[src/rtl/dii_package.sv]
// Shared debug-interconnect types.
//   dii_flit : one 16-bit flit with an end-of-packet marker and a valid bit.
package dii_package;

  typedef struct packed {
    logic [15:0] data;
    logic        last;
    logic        valid;
  } dii_flit;

endpackage

[src/rtl/dii_packet_buffer.sv]
// Flit buffer between a debug module and its debug-ring local input port.
// Stores up to BUF_SIZE flits in FIFO order with first-word fall-through.
//
// Parameters
//   BUF_SIZE   : storage depth in flits; must be a power of two, at least 2
//   FULLPACKET : 1 = store-and-forward (release only complete packets),
//                0 = cut-through (release any stored flit)
//
// Ports
//   clk            : clock, all state updates on the rising edge
//   rst            : asynchronous active-high reset, discards all stored flits
//   flit_in        : flit from the debug module
//   flit_in_ready  : buffer accepts flit_in this cycle (not full)
//   flit_out       : head flit toward the ring (data/last valid when valid=1)
//   flit_out_ready : ring accepts flit_out this cycle
//   fill           : number of flits stored
//   packet_cnt     : number of complete packets (last flit stored) held
module dii_packet_buffer
  import dii_package::*;
#(
  parameter int unsigned BUF_SIZE   = 4,
  parameter bit          FULLPACKET = 1'b1
) (
  input  logic                          clk,
  input  logic                          rst,
  input  dii_flit                       flit_in,
  output logic                          flit_in_ready,
  output dii_flit                       flit_out,
  input  logic                          flit_out_ready,
  output logic [$clog2(BUF_SIZE+1)-1:0] fill,
  output logic [$clog2(BUF_SIZE+1)-1:0] packet_cnt
);

  localparam int unsigned PTR_W = $clog2(BUF_SIZE);
  localparam int unsigned CNT_W = $clog2(BUF_SIZE + 1);
  localparam logic [CNT_W-1:0] FULL_CNT = CNT_W'(BUF_SIZE);

  // Each entry holds {last, data}; valid is implied by occupancy.
  logic [16:0]      mem [BUF_SIZE];
  logic [PTR_W-1:0] wr_ptr;
  logic [PTR_W-1:0] rd_ptr;
  logic             drain;

  logic [16:0] head;
  logic        is_full;
  logic        not_empty;
  logic        out_valid;
  logic        push;
  logic        pop;
  logic        push_last;
  logic        pop_last;

  assign head      = mem[rd_ptr];
  assign is_full   = (fill == FULL_CNT);
  assign not_empty = (fill != '0);

  // Readiness depends only on the stored count, never on the ring side, so a
  // full buffer refuses a push even in a cycle where it pops.
  assign flit_in_ready = !is_full;

  // Store-and-forward releases a flit once a whole packet is held, or when the
  // buffer fills with a partial packet that can never complete inside it.
  // In the latter case drain keeps the packet streaming until its last flit.
  always_comb begin
    if (FULLPACKET) begin
      out_valid = not_empty && ((packet_cnt != '0) || is_full || drain);
    end else begin
      out_valid = not_empty;
    end
  end

  always_comb begin
    flit_out.data  = head[15:0];
    flit_out.last  = head[16];
    flit_out.valid = out_valid;
  end

  assign push      = flit_in.valid && flit_in_ready;
  assign pop       = out_valid && flit_out_ready;
  assign push_last = push && flit_in.last;
  assign pop_last  = pop && head[16];

  // Storage: data path only, contents survive reset and are ignored while
  // the occupancy count says they are empty.
  always_ff @(posedge clk) begin
    if (push) begin
      mem[wr_ptr] <= {flit_in.last, flit_in.data};
    end
  end

  // Control state: pointers wrap naturally because BUF_SIZE is a power of two.
  always_ff @(posedge clk or posedge rst) begin
    if (rst) begin
      wr_ptr     <= '0;
      rd_ptr     <= '0;
      fill       <= '0;
      packet_cnt <= '0;
      drain      <= 1'b0;
    end else begin
      if (push) begin
        wr_ptr <= wr_ptr + PTR_W'(1);
      end
      if (pop) begin
        rd_ptr <= rd_ptr + PTR_W'(1);
      end

      case ({push, pop})
        2'b10:   fill <= fill + CNT_W'(1);
        2'b01:   fill <= fill - CNT_W'(1);
        default: fill <= fill;
      endcase

      case ({push_last, pop_last})
        2'b10:   packet_cnt <= packet_cnt + CNT_W'(1);
        2'b01:   packet_cnt <= packet_cnt - CNT_W'(1);
        default: packet_cnt <= packet_cnt;
      endcase

      if (pop_last) begin
        drain <= 1'b0;
      end else if (is_full && (packet_cnt == '0)) begin
        drain <= 1'b1;
      end
    end
  end

endmodule

[config.mk]
export PLATFORM = sky130hd
export DESIGN_NAME = dii_packet_buffer
export DESIGN_NICKNAME = d
export VERILOG_FILES = /design/src/rtl/dii_package.sv /design/src/rtl/dii_packet_buffer.sv
export SDC_FILE = /design/constraint.sdc
export NUM_CORES = 1
export LEC_CHECK = 0
export ABC_AREA = 1
export CAP_MARGIN = 40
export CORE_ASPECT_RATIO = 2
export CORE_MARGIN = 2
export CORE_UTILIZATION = 50
export DETAILED_ROUTE_END_ITERATION = 8
export PLACE_DENSITY = 0.83
export SYNTH_ARGS = -nofsm -noshare
export SYNTH_HDL_FRONTEND = slang
export SYNTH_SLANG_ARGS = --single-unit
[constraint.sdc]
create_clock -name clk -period 2.8 [get_ports clk]
set_clock_uncertainty 0.2 [all_clocks]
set_input_delay 0.56 -clock clk [delete_from_list [all_inputs] [get_ports clk]]
set_output_delay 0.56 -clock clk [all_outputs]
set_load 0.01 [all_outputs]
# Word-level counts from Yosys, hierarchy flattened
# Memory sizes are Yosys's and may differ from the RTL's.
# Cells that the tools add are included.
[totals]
n_memories = 1
elab_cells = 38
register_bits = 11
ram_bits = 68
in_bits = 21
out_inout_bits = 25
[memory_table]
columns = ["memory", "depth", "word_bits", "rd", "rd_clocked_by_memory_dff", "write_ports", "line", "rtl"]
rows = [
  ["mem", 4, 17, 1, 0, 1, "dii_packet_buffer.sv:39", "logic [16:0] mem [BUF_SIZE];"],
]
[op_classes]
mux = 6
eq_ne = 5
n_addsub = 6
n_reduce_logical = 15
[op_table]
columns = ["op", "n"]
rows = [
  ["case mux 3 bit (2 select lines)", 2],
  ["adder 3 x 1 -> 3 bit, second input constant", 2],
  ["logical AND 1 bit", 6],
  ["nonzero test 2 bit", 3],
  ["nonzero test 3 bit", 2],
  ["subtractor 3 x 1 -> 3 bit, second input constant", 2],
  ["adder 2 x 1 -> 2 bit, second input constant", 2],
  ["== test 2 x 1 -> 1 bit, second input constant", 2],
  ["== test 2 bit, second input constant", 2],
  ["two-way mux 1 bit", 4],
  ["== test 3 bit, second input constant", 1],
  ["logical NOT 3 bit", 1],
  ["logical OR 1 bit", 2],
  ["logical NOT 1 bit", 1],
]

# Depth between registers and ports, before layout
# Gate-level depths: netlist (run 1).
[logic_depth]
word_depth = 8
mapped_depth = 13
mapped_depth_nobuf = 12

# Least setup slack after synthesis (run 1)
# No wires, ideal clock.
[synth_path]
kind = "reg2reg"
from = "register fill[1]"
to = "register packet_cnt[2]"
path_buffers = 0
required_time_ns = 2.474
synth_period_minus_slack_ns = 2.159
setup_ns = 0.126
slack_ns = 0.641
path_stages_with_launch = 12
t_arrival_ns = 1.833
path_cell_list = "dfrtp_1 -> inv_1 -> nand3_4 -> nand2_4 -> nand3_2 -> inv_1 -> ha_1 -> inv_1 -> fa_1 -> a21oi_1 -> o21ai_0 -> xnor2_1"
[synth_between]
word_cells_on_any_way = 14
classes_between = "3 x eq/ne; 1 x mux; 10 x reduce/logical"
[synth_rtl]
columns = ["item", "line", "rtl"]
rows = [
  ["from (decl)", "dii_packet_buffer.sv:30", "output logic [$clog2(BUF_SIZE+1)-1:0] fill,"],
  ["from (signal assigned)", "dii_packet_buffer.sv:108", "2'b10: fill <= fill + CNT_W'(1);"],
  ["from (signal assigned)", "dii_packet_buffer.sv:109", "2'b01: fill <= fill - CNT_W'(1);"],
  ["from (signal assigned)", "dii_packet_buffer.sv:110", "default: fill <= fill;"],
  ["== test 3 bit (*)", "dii_packet_buffer.sv:54", "assign is_full = (fill == FULL_CNT);"],
  ["logical NOT 1 bit (*)", "dii_packet_buffer.sv:59", "assign flit_in_ready = !is_full;"],
  ["via flit_in_ready", "dii_packet_buffer.sv:27", "output logic flit_in_ready,"],
  ["logical AND 1 bit (*)", "dii_packet_buffer.sv:78", "assign push = flit_in.valid && flit_in_ready;"],
  ["logical AND 1 bit (*)", "dii_packet_buffer.sv:80", "assign push_last = push && flit_in.last;"],
  ["== test 2 x 1 -> 1 bit / == test 2 bit (equally long branches)", "dii_packet_buffer.sv:113", "case ({push_last, pop_last})"],
  ["case mux 3 bit (2 select lines) / nonzero test 2 bit (equally long branches)", "--", ""],
  ["to (signal assigned)", "dii_packet_buffer.sv:114", "2'b10: packet_cnt <= packet_cnt + CNT_W'(1);"],
  ["to (signal assigned)", "dii_packet_buffer.sv:115", "2'b01: packet_cnt <= packet_cnt - CNT_W'(1);"],
  ["to (signal assigned)", "dii_packet_buffer.sv:116", "default: packet_cnt <= packet_cnt;"],
  ["to (decl)", "dii_packet_buffer.sv:31", "output logic [$clog2(BUF_SIZE+1)-1:0] packet_cnt"],
]
# Mark *: on every way through the listed nets, which the timed path passes. The rest lies on a longest branch.
# A chain may end at the register's enable or synchronous reset.

==> run summary, run 1 <==
leakage: 1.50 nW
grt total ovfl: 0
PortBufs: 45
CTS hold repair buffers: 0
Tcrit/Tclk final: 0.960
Final Cell Area: 4080 um^2
Filler cells: 476
initial core utilization: 0.520
hold crit path type: primary input to asynchronous set/reset pin
worst-skew pair later-pin latency: 0.33 ns
mux contribution to synthesized area: 0
Clock Path Buffers: 2
final setup TNS: 0 ns
P per Cell Area: 1130 nW/um^2
largest family of logic cells by synthesized area: simple AND/OR/NAND/NOR gates
first drt pass iteration count: 4
Routed wire per std cell: 16.1 um
count of state elements after synthesis: 79
Crit Path Class: flip-flop to output port
Die Span X: 61.3 um
synth warn: 0
largest net degree at the start of global routing: 36
maximum VDD drop: 0.713 mV
Die Span Y: 119 um
Core Rows: 41
sequential cell area: 2320 um^2
Adder-Cell Fraction of Synth Area: 0.0351
post-detail-place hpwl: 4160 um
Tmin final: 2.69 ns
Final ANT Viol Nets: 0
H-tree depth: 3
synthesized net count: 278
DP Area: 3830 um^2
Placer Congestion: 0.826
Worst Path Arrival: 1.93 ns
register area share after synthesis: 0.706
initial antenna violation count: 0
Clock Root Buffer: clkbuf_16
routed wire length: 6330 um
Die Area: 7270 um^2
Iter 0 DRT Violations: 110
Vias/cell: 5.17
RSZ-0062 raised after global routing: no
xor/xnor cell area share of the yosys netlist: 0.0133
Layout area overhead: 24.3%
vias in the first global route: 2,091
worst-path fanout max: 19
hold_ws: 0.313 ns
first-pass GRT wire length: 10,100 um
Final Core Density: 0.647
Gate Count Post-Synth: 249
core area: 6310 um^2
share of cells above drive strength 1: 0.124
Netlist Area Pre-Place: 3280 um^2
CTS tree: done
Yosys cell types: 25
post-synthesis compound-gate area fraction: 0.0915
Reg clk slew, reported paths: 0.05 ns
worst rel slew slack: 0.728
TritonCTS Buffers: 9
Final Hold Viols: 0
# nets final: 331
Max Transition Viols Final: 0
R2R Path Start: rd_ptr[1]$_DFFE_PP0P_
DRC viols: 0
Worst Setup End Kind: output port
DR vias: 2,028
CTS Sinks: 79
CP Launch Point: rd_ptr[1]$_DFFE_PP0P_
Worst Tran Pin Value: 0.407 ns
gr usage total: 0.198
# diodes: 0
Crit path required time: 2.04 ns
outcome: complete, no violations
Startpoint Class: flip-flop
Multi-input gate area: 782 um^2
# IOs: 46
Max Freq: 372 MHz
final setup fails: 0
max-cap violations: 0
Synth Area in Simple Gates: 0.0953
syn_area_per_cell: 13.2 um^2
==> cells in the final DEF, fill, tap and decap left out <==
cell type        synthesis  layout
clkinv_1                 0       1
xor2_1                   1       1
nand2_1                 14      14
o21ai_1                  6       6
fa_1                     2       2
buf_4                    4       7
xnor2_1                  4       4
dfrtp_1                 11       9
nand3_1                  4       4
nor2_2                   1       5
inv_1                   21      21
nand2_2                  4       4
inv_2                    1       1
clkbuf_16                0       9
inv_6                    1       2
nand2_4                  2       2
o22ai_1                 16      16
nand3_4                  1       1
a21oi_1                  3       3
clkinv_2                 0       1
o21ai_0                 31      31
clkbuf_1                 0       4
clkdlybuf4s50_1          0      45
buf_12                   0       1
ha_1                     6       6
nor2_1                  37      33
dfrtp_2                  0       2
edfxtp_1                68      68
nand3_2                  3       3
==> synth_stat cells, drive strengths merged <==
master / instances / area share
xor2: 1 / 0.0027
fa: 2 / 0.012
buf: 11 / 0.029
o21ai: 37 / 0.056
inv: 24 / 0.030
xnor2: 4 / 0.011
nor2: 38 / 0.044
nand3: 8 / 0.021
nand2: 20 / 0.030
o22ai: 16 / 0.030
edfxtp: 68 / 0.62
a21oi: 3 / 0.0046
dfrtp: 11 / 0.084
ha: 6 / 0.023
==> registers in the layout, indices dropped and copies added, names as in the netlist <==
signal	cells
drain	1
fill	3
mem	68
packet_cnt	3
rd_ptr	2
wr_ptr	2
==> final timing paths <==
path	endpoint	depth (start not counted)	slack (ns)
max in group asynchronous	rd_ptr[1]$_DFFE_PP0P_	2	1.78
worst max-delay path	flit_out[12]	4	0.11
min in group clk	fill[0]$_DFFE_PP0P_	1	0.32
worst max register to register	packet_cnt[2]$_DFFE_PP0P_	11	0.33
worst min register to register	fill[0]$_DFFE_PP0P_	1	0.32
worst min-delay path	fill[0]$_DFFE_PP0P_	2	0.31
==> layout make-up <==
type / instances / area share
Sequential cell: 79 / 0.568
Multi-Input combinational cell: 135 / 0.192
Timing Repair Buffer: 53 / 0.128
Clock buffer: 13 / 0.0589
Tap cell: 86 / 0.0264
Inverter: 24 / 0.0245
Clock inverter: 2 / 0.00215
==> through the flow <==
stage | setup WS [ns] | total power, mW | std cells
final | 0.113 | 4.61 | 392
after floorplan | 0.641 | 2.87 | 249
after CTS | 0.0405 | 4.65 | 392
after global placement | 0.267 | 3.57 | 377
after detailed placement | 0.188 | 3.64 | 377
after global routing | 0.0339 | 4.89 | 392
==> cells by family after synthesis <==
family          count (synthesis)
fa+ha+maj                       8
flops                          79
simple gates                   66
xor+xnor                        5
buf+inv                        35
compound gates                 56
==> critical path, cell delays in order, from the launching register on <==
cell,delay [ns]
dfrtp_2,0.55
inv_6,0.21
o21ai_1,0.09
o22ai_1,0.17
clkdlybuf4s50_1,0.57
==> routing by layer <==
metal / global-route usage / wire length (um) / vias up
met4: 0.101 / 131 / 0
met1: 0.225 / 2310 / 979
li1: - / - / 982
met2: 0.328 / 3580 / 55
met5: 0 / 0 / -
met3: 0.0525 / 303 / 12
==> what timing repair did <==
item,in CTS,in global routing
endpoints found under the setup margin,16,5
setup buffers,0,0
endpoints found under the hold margin,0,0
resized for setup,1,2
==> power breakdown <==
part | internal (mW) | switching (mW)
Clock | 0.590 | 0.399
Sequential | 1.58 | 0.166
Combinational | 0.851 | 1.02
Note: power is estimated with default switching activity, not from simulation.
==> run 2: changes to the inputs <==
--- a/config.mk
+++ b/config.mk
@@ -5,7 +5,7 @@
 export SDC_FILE = /design/constraint.sdc
 export NUM_CORES = 1
 export LEC_CHECK = 0
-export ABC_AREA = 1
+export ABC_AREA = 0
 export CAP_MARGIN = 40
 export CORE_ASPECT_RATIO = 2
 export CORE_MARGIN = 2
==> run summary, run 2 <==
outcome: complete, no violations (unchanged)
post-route insts no fill: 315 (was 392)
core area: 6260 um^2 (was 6310 um^2)
hold_ws: 0.317 ns (was 0.313 ns)
initial antenna violation count: 0 (unchanged)
H-tree depth: 3 (unchanged)
Post-synth top flop: edfxtp_1 (unchanged)
combinational fraction of design power: 0.372 (was 0.406)
Placer Congestion: 0.744 (was 0.826)
TritonCTS Buffers: 9 (unchanged)
largest area contributor in the netlist: edfxtp_1 (unchanged)
P per Cell Area: 1120 nW/um^2 (was 1130 nW/um^2)
hold crit path type: flip-flop to flip-flop (was primary input to asynchronous set/reset pin)
largest registers: mem: 68 flops, fill: 3 flops, packet_cnt: 3 flops (unchanged)
sw power: 1.33 mW (was 1.59 mW)
Final Cell Area: 4160 um^2 (was 4080 um^2)
final setup fails: 0 (unchanged)
DP Area: 3830 um^2 (about the same)
post-detail-place hpwl: 3880 um (was 4160 um)
Max Freq: 367 MHz (was 372 MHz)
PortBufs: 45 (unchanged)
Final Hold Viols: 0 (unchanged)
share of cells above drive strength 1: 0.210 (was 0.124)
Synth top area share: 0.639 (was 0.622)
worst-path fanout max: 12 (was 19)
synthesized net count: 188 (was 278)
# diodes: 0 (unchanged)
Routed wire per std cell: 17.1 um (was 16.1 um)
DR vias: 1,611 (was 2,028)
# IOs: 46 (unchanged)
Layout area overhead: 30.3% (was 24.3%)
# nets final: 253 (was 331)
Max Transition Viols Final: 0 (unchanged)
Clock Path Buffers: 2 (unchanged)
Tcrit/Tclk final: 0.972 (was 0.960)
Crit Path Class: flip-flop to output port (unchanged)
Tmin final: 2.72 ns (was 2.69 ns)
Synth area leaders: edfxtp_1 (64%), mux4_2 (11%), dfrtp_1 (8.6%) (was edfxtp_1 (62%), dfrtp_1 (8.4%), o21ai_0 (4.7%))
max reg flops: 68 (unchanged)
Inst Count DP: 296 (was 377)
max-cap violations: 0 (unchanged)
Die Span X: 60.5 um (was 61.3 um)
Largest Register: mem (unchanged)
Worst Setup End Kind: output port (unchanged)
Die Span Y: 117 um (was 119 um)
grt total ovfl: 0 (unchanged)
Worst Tran Pin Value: 0.433 ns (was 0.407 ns)
Cell Int Power: 3.34 mW (was 3.03 mW)
maximum VDD drop: 0.624 mV (was 0.713 mV)
RSZ-0062 raised after global routing: no (unchanged)
final worst slack: 0.0785 ns (was 0.113 ns)
post-layout power: 4.67 mW (was 4.61 mW)
first drt pass iteration count: 6 (was 4)
vias in the first global route: 1,709 (was 2,091)
most common cell after layout, fill and taps aside: edfxtp_1 (unchanged)
worst-skew pair later-pin latency: 0.33 ns (about the same)
worst slack at placement: 0.0884 ns (was 0.188 ns)
CTS hold repair buffers: 0 (unchanged)
count leader, synth: edfxtp_1 (unchanged)
Startpoint Class: flip-flop (unchanged)
Core Rows: 41 (unchanged)
Iter 0 DRT Violations: 56 (was 110)
DRC viols: 0 (unchanged)
first-pass GRT wire length: 8520 um (was 10,100 um)
Synth top cells by count: edfxtp_1 (68), mux4_2 (16), dfrtp_1 (11), inv_1 (11) (was edfxtp_1 (68), nor2_1 (37), o21ai_0 (31), inv_1 (21), o22ai_1 (16))
most frequent cells in the layout: edfxtp_1 (68), clkdlybuf4s50_1 (45), mux4_2 (16) (was edfxtp_1 (68), clkdlybuf4s50_1 (45), nor2_1 (33))
count of state elements after synthesis: 79 (unchanged)
Worst Path Arrival: 1.96 ns (was 1.93 ns)
register area share after synthesis: 0.725 (was 0.706)
Vias/cell: 5.11 (was 5.17)
CTS tree: done (unchanged)
clock share of power: 0.253 (was 0.214)
routed wire length: 5390 um (was 6330 um)
Gate Count Post-Synth: 159 (was 249)
initial core utilization: 0.511 (was 0.520)
Clock Root Buffer: clkbuf_16 (unchanged)
Final Core Density: 0.665 (was 0.647)
largest net degree at the start of global routing: 14 (was 36)
final setup TNS: 0 ns (unchanged)
Reg clk slew, reported paths: 0.06 ns (was 0.05 ns)
worst rel slew slack: 0.711 (was 0.728)
CTS Sinks: 79 (unchanged)
Crit path required time: 2.04 ns (about the same)
Die Area: 7090 um^2 (was 7270 um^2)
Filler cells: 447 (was 476)
Final ANT Viol Nets: 0 (unchanged)
gr usage total: 0.176 (was 0.198)
ys async rst share: 0.139 (unchanged)
synth warn: 0 (unchanged)
syn_area_per_cell: 20.1 um^2 (was 13.2 um^2)
Netlist Area Pre-Place: 3200 um^2 (was 3280 um^2)
EDFF count, synth: 68 (unchanged)
Flop pwr share: 0.375 (was 0.380)
Sw Ratio: 0.284 (was 0.344)
leakage: 1.49 nW (was 1.50 nW)
Yosys cell types: 27 (was 25)
-- run 2: cell types whose count changed after synthesis, moves of 5 or more --
| cell | previous run | this run |
|---|---|---|
| o21ai_0 | 31 | 0 |
| buf_6 | 5 | 0 |
| o21ai_1 | 6 | 0 |
| nor2_1 | 37 | 2 |
| mux4_2 | 0 | 16 |
| and2_1 | 0 | 6 |
| inv_1 | 21 | 11 |
| o22ai_1 | 16 | 0 |
| nand2_1 | 14 | 2 |
| mux2i_1 | 0 | 5 |
-- run 2: cell type report --
cell class | count | area (um^2) | area share
clock inverter | 5 | 72.6 | 0.0174
sequential | 79 | 2320 | 0.557
multi-input combinational | 64 | 810 | 0.194
inverter | 11 | 41.3 | 0.00992
timing repair buffer | 59 | 581 | 0.139
clock buffer | 11 | 233 | 0.0559
tap | 86 | 108 | 0.0258
-- run 2: final timing paths --
| kind | start | to | cells past startpoint | slack (ns) |
|---|---|---|---|---|
| max reg2reg | packet_cnt[0]$_DFFE_PP0P_ | packet_cnt[2]$_DFFE_PP0P_ | 9 | 0.38 |
| min reg2reg | packet_cnt[2]$_DFFE_PP0P_ | packet_cnt[2]$_DFFE_PP0P_ | 1 | 0.32 |
| min | packet_cnt[2]$_DFFE_PP0P_ | packet_cnt[2]$_DFFE_PP0P_ | 1 | 0.32 |
| max | rd_ptr[0]$_DFFE_PP0P_ | flit_out[9] | 3 | 0.08 |
| max in group asynchronous | rst | rd_ptr[0]$_DFFE_PP0P_ | 2 | 1.73 |
| min in group asynchronous | rst | packet_cnt[2]$_DFFE_PP0P_ | 2 | 0.34 |
-- run 2: cells by family after synthesis --
| logic type | after synthesis | synth area share |
|---|---|---|
| flip-flops | 79 | 0.725 |
| multiplexers | 22 | 0.132 |
| AND/OR/NAND/NOR | 19 | 0.0356 |
| buffers and inverters | 16 | 0.0215 |
| XOR/XNOR | 9 | 0.0247 |
| adder cells (fa/ha/maj) | 8 | 0.0360 |
| AO/OA/AOI/OAI | 6 | 0.0251 |
-- run 2: repair_timing --
item | CTS | global route
cloned | 0 | 0
resized for setup | 1 | 0
endpoints found under the setup margin | 16 | 16
setup buffers | 0 | 3
endpoints found under the hold margin | 0 | 0
-- run 2: routing by layer --
metal | part of all wire | routed length (um) | GRT usage
met1 | 0.34 | 1860 | 0.176
met2 | 0.59 | 3170 | 0.317
met3 | 0.040 | 217 | 0.0495
met4 | 0.027 | 148 | 0.0957
met5 | 0 | 0 | 0
-- run 2: critical path, cell delays in order (launching register included) --
cell	delay [ns]
dfrtp_2	0.44
buf_12	0.18
mux4_2	0.52
clkdlybuf4s50_1	0.49
-- run 2: power groups by stage --
stage	Sequential [mW]	Clock [mW]	Combinational, mW
after CTS	1.76	1.19	1.73
final	1.75	1.18	1.74
after detailed placement	1.78	0	1.72
after floorplan	1.74	0	0.980
after global routing	1.78	1.25	1.89
after global placement	1.76	0	1.69
==> run 3: changes to the inputs <==
==> constraint.sdc (replaced) <==
create_clock -name clk -period 2.8 [get_ports clk]
set_clock_uncertainty 0.2 [all_clocks]
set_input_delay 0.84 -clock clk [delete_from_list [all_inputs] [get_ports clk]]
set_output_delay 0.84 -clock clk [all_outputs]
set_load 0.01 [all_outputs]
==> run summary, run 3 (synthesis gave the netlist of run 2 again) <==
outcome: complete, no violations (unchanged)
CTS hold repair buffers: 0 (unchanged)
H-tree depth: 3 (unchanged)
final setup fails: 0 (unchanged)
CTS tree: done (unchanged)
Cell Chain, Critical Path: buf_12 > mux4_2 > dlygate4sd2_1 (was buf_12 > mux4_2 > clkdlybuf4s50_1)
TritonCTS Buffers: 9 (unchanged)
Worst Path Arrival: 1.71 ns (was 1.96 ns)
max-cap violations: 0 (unchanged)
Worst Tran Pin Value: 0.467 ns (was 0.433 ns)
Layout area overhead: 31.6% (was 30.3%)
post-detail-place hpwl: 3650 um (was 3880 um)
Die Area: 7090 um^2 (unchanged)
Max Transition Viols Final: 0 (unchanged)
core area: 6260 um^2 (unchanged)
Largest stage delay, worst path: 0.49 ns (was 0.52 ns)
slowest CP cell: mux4_2 (unchanged)
routed wire length: 5370 um (was 5390 um)
first-pass GRT wire length: 8400 um (was 8520 um)
Routed wire per std cell: 16.7 um (was 17.1 um)
# IOs: 46 (unchanged)
Tcrit/Tclk final: 0.983 (was 0.972)
Clock Root Buffer: clkbuf_16 (unchanged)
Max Freq: 363 MHz (was 367 MHz)
CTS Sinks: 79 (unchanged)
DRC viols: 0 (unchanged)
vias in the first global route: 1,696 (was 1,709)
worst-path fanout max: 11 (was 12)
gr usage total: 0.173 (was 0.176)
largest registers: mem: 68 flops, fill: 3 flops, packet_cnt: 3 flops (unchanged)
post-layout power: 4.52 mW (was 4.67 mW)
most common cell after layout, fill and taps aside: edfxtp_1 (unchanged)
post-route insts no fill: 321 (was 315)
DR vias: 1,639 (was 1,611)
grt total ovfl: 0 (unchanged)
Tmin final: 2.75 ns (was 2.72 ns)
# diodes: 0 (unchanged)
Crit path required time: 1.76 ns (was 2.04 ns)
first drt pass iteration count: 4 (was 6)
most frequent cells in the layout: edfxtp_1 (68), clkdlybuf4s50_1 (27), buf_4 (17) (was edfxtp_1 (68), clkdlybuf4s50_1 (45), mux4_2 (16))
Inst Count DP: 303 (was 296)
Crit path max-delay family: multiplexers (was buffers and inverters)
RSZ-0062 raised after global routing: no (unchanged)
Startpoint Class: flip-flop (unchanged)
worst-skew pair later-pin latency: 0.33 ns (about the same)
Placer Congestion: 0.741 (was 0.744)
Core Rows: 41 (unchanged)
CP Buf/Inv Count: 2 (unchanged)
Worst Setup End Kind: output port (unchanged)
Reg clk slew, reported paths: 0.05 ns (was 0.06 ns)
initial core utilization: 0.511 (unchanged)
Clock Path Buffers: 2 (unchanged)
Vias/cell: 5.11 (about the same)
leakage: 1.53 nW (was 1.49 nW)
PortBufs: 45 (unchanged)
Largest Register: mem (unchanged)
worst rel slew slack: 0.688 (was 0.711)
Final ANT Viol Nets: 0 (unchanged)
Die Span Y: 117 um (unchanged)
P per Cell Area: 1070 nW/um^2 (was 1120 nW/um^2)
Final Hold Viols: 0 (unchanged)
max reg flops: 68 (unchanged)
hold crit path type: flip-flop to flip-flop (unchanged)
Crit Path Class: flip-flop to output port (unchanged)
# nets final: 259 (was 253)
Die Span X: 60.5 um (unchanged)
largest net degree at the start of global routing: 18 (was 14)
initial antenna violation count: 0 (unchanged)
maximum VDD drop: 0.639 mV (was 0.624 mV)
share of cells above drive strength 1: 0.255 (was 0.210)
Iter 0 DRT Violations: 71 (was 56)
run 3: cell types whose count changed in the layout (fill, tap and decap cells not counted), moves of 2 or more:
cell / before / now
buf_4: 12 / 17
bufinv_16: 2 / 0
clkdlybuf4s15_1: 0 / 10
clkdlybuf4s50_1: 45 / 27
clkinvlp_4: 0 / 2
dlygate4sd2_1: 0 / 7
mux2i_1: 5 / 3
run 3: metrics by stage:
step / setup TNS, ns / cell area (um^2) / hold WS (ns) / utilization / worst slack (ns)
2_1_floorplan: 0 / 3200 / 0.312 / - / 0.420
3_3_place_gp: -0.156 / 3890 / 0.284 / 0.621 / -0.106
3_5_place_dp: -0.222 / 3890 / 0.295 / 0.621 / -0.128
6_report: 0 / 4210 / 0.304 / 0.672 / 0.0478
4_1_cts: 0 / 4180 / 0.306 / 0.668 / 0.00673
5_1_grt: 0 / 4210 / 0.355 / 0.672 / 0.000335
run 3: worst register-to-register path, stage by stage (launching register included):
cell and delay, ns:
dfrtp_1 0.38, buf_4 0.16, nor2_2 0.20, buf_4 0.17, o311ai_4 0.09, nor2b_1 0.13
ha_1 0.18, inv_1 0.05, fa_1 0.37, xor2_1 0.15, nor2_1 0.10, xor2_1 0.14
run 3: final cells by class:
class	count	area (um^2)
multi-input combinational	64	831
fill	441	2050
inverter	11	41.3
tap	86	108
clock buffer	10	229
clock inverter	6	37.5
sequential	79	2320
timing repair buffer	65	639
run 3: timing repair:
item | in CTS | in global routing
setup buffers | 1 | 0
resized for setup | 24 | 11
gates cloned | 1 | 0
endpoints found under the setup margin | 18 | 9
run 3: power breakdown:
| part | total, mW | switching (mW) | internal [mW] | leakage (nW) |
|---|---|---|---|---|
| Sequential | 1.72 | 0.127 | 1.59 | 0.750 |
| Clock | 1.02 | 0.423 | 0.594 | 0.126 |
| Combinational | 1.78 | 0.807 | 0.974 | 0.650 |
| Total | 4.52 | 1.36 | 3.16 | 1.53 |
run 3: worst paths after layout:
| check | cells past startpoint | to | startpoint | slack (ns) |
|---|---|---|---|---|
| max | 3 | flit_out[16] | rd_ptr[0]$_DFFE_PP0P_ | 0.05 |
| min | 1 | packet_cnt[2]$_DFFE_PP0P_ | packet_cnt[2]$_DFFE_PP0P_ | 0.30 |
| max reg2reg | 11 | packet_cnt[2]$_DFFE_PP0P_ | fill[0]$_DFFE_PP0P_ | 0.40 |
| min reg2reg | 1 | packet_cnt[2]$_DFFE_PP0P_ | packet_cnt[2]$_DFFE_PP0P_ | 0.30 |
| max in group asynchronous | 2 | rd_ptr[0]$_DFFE_PP0P_ | rst | 1.42 |
| min in group asynchronous | 2 | fill[0]$_DFFE_PP0P_ | rst | 0.62 |
run 3: per-layer routing:
metal	global-route usage	routed length, um
met1	0.177	2030
met2	0.305	3040
met3	0.0484	155
met4	0.100	131
met5	0	0
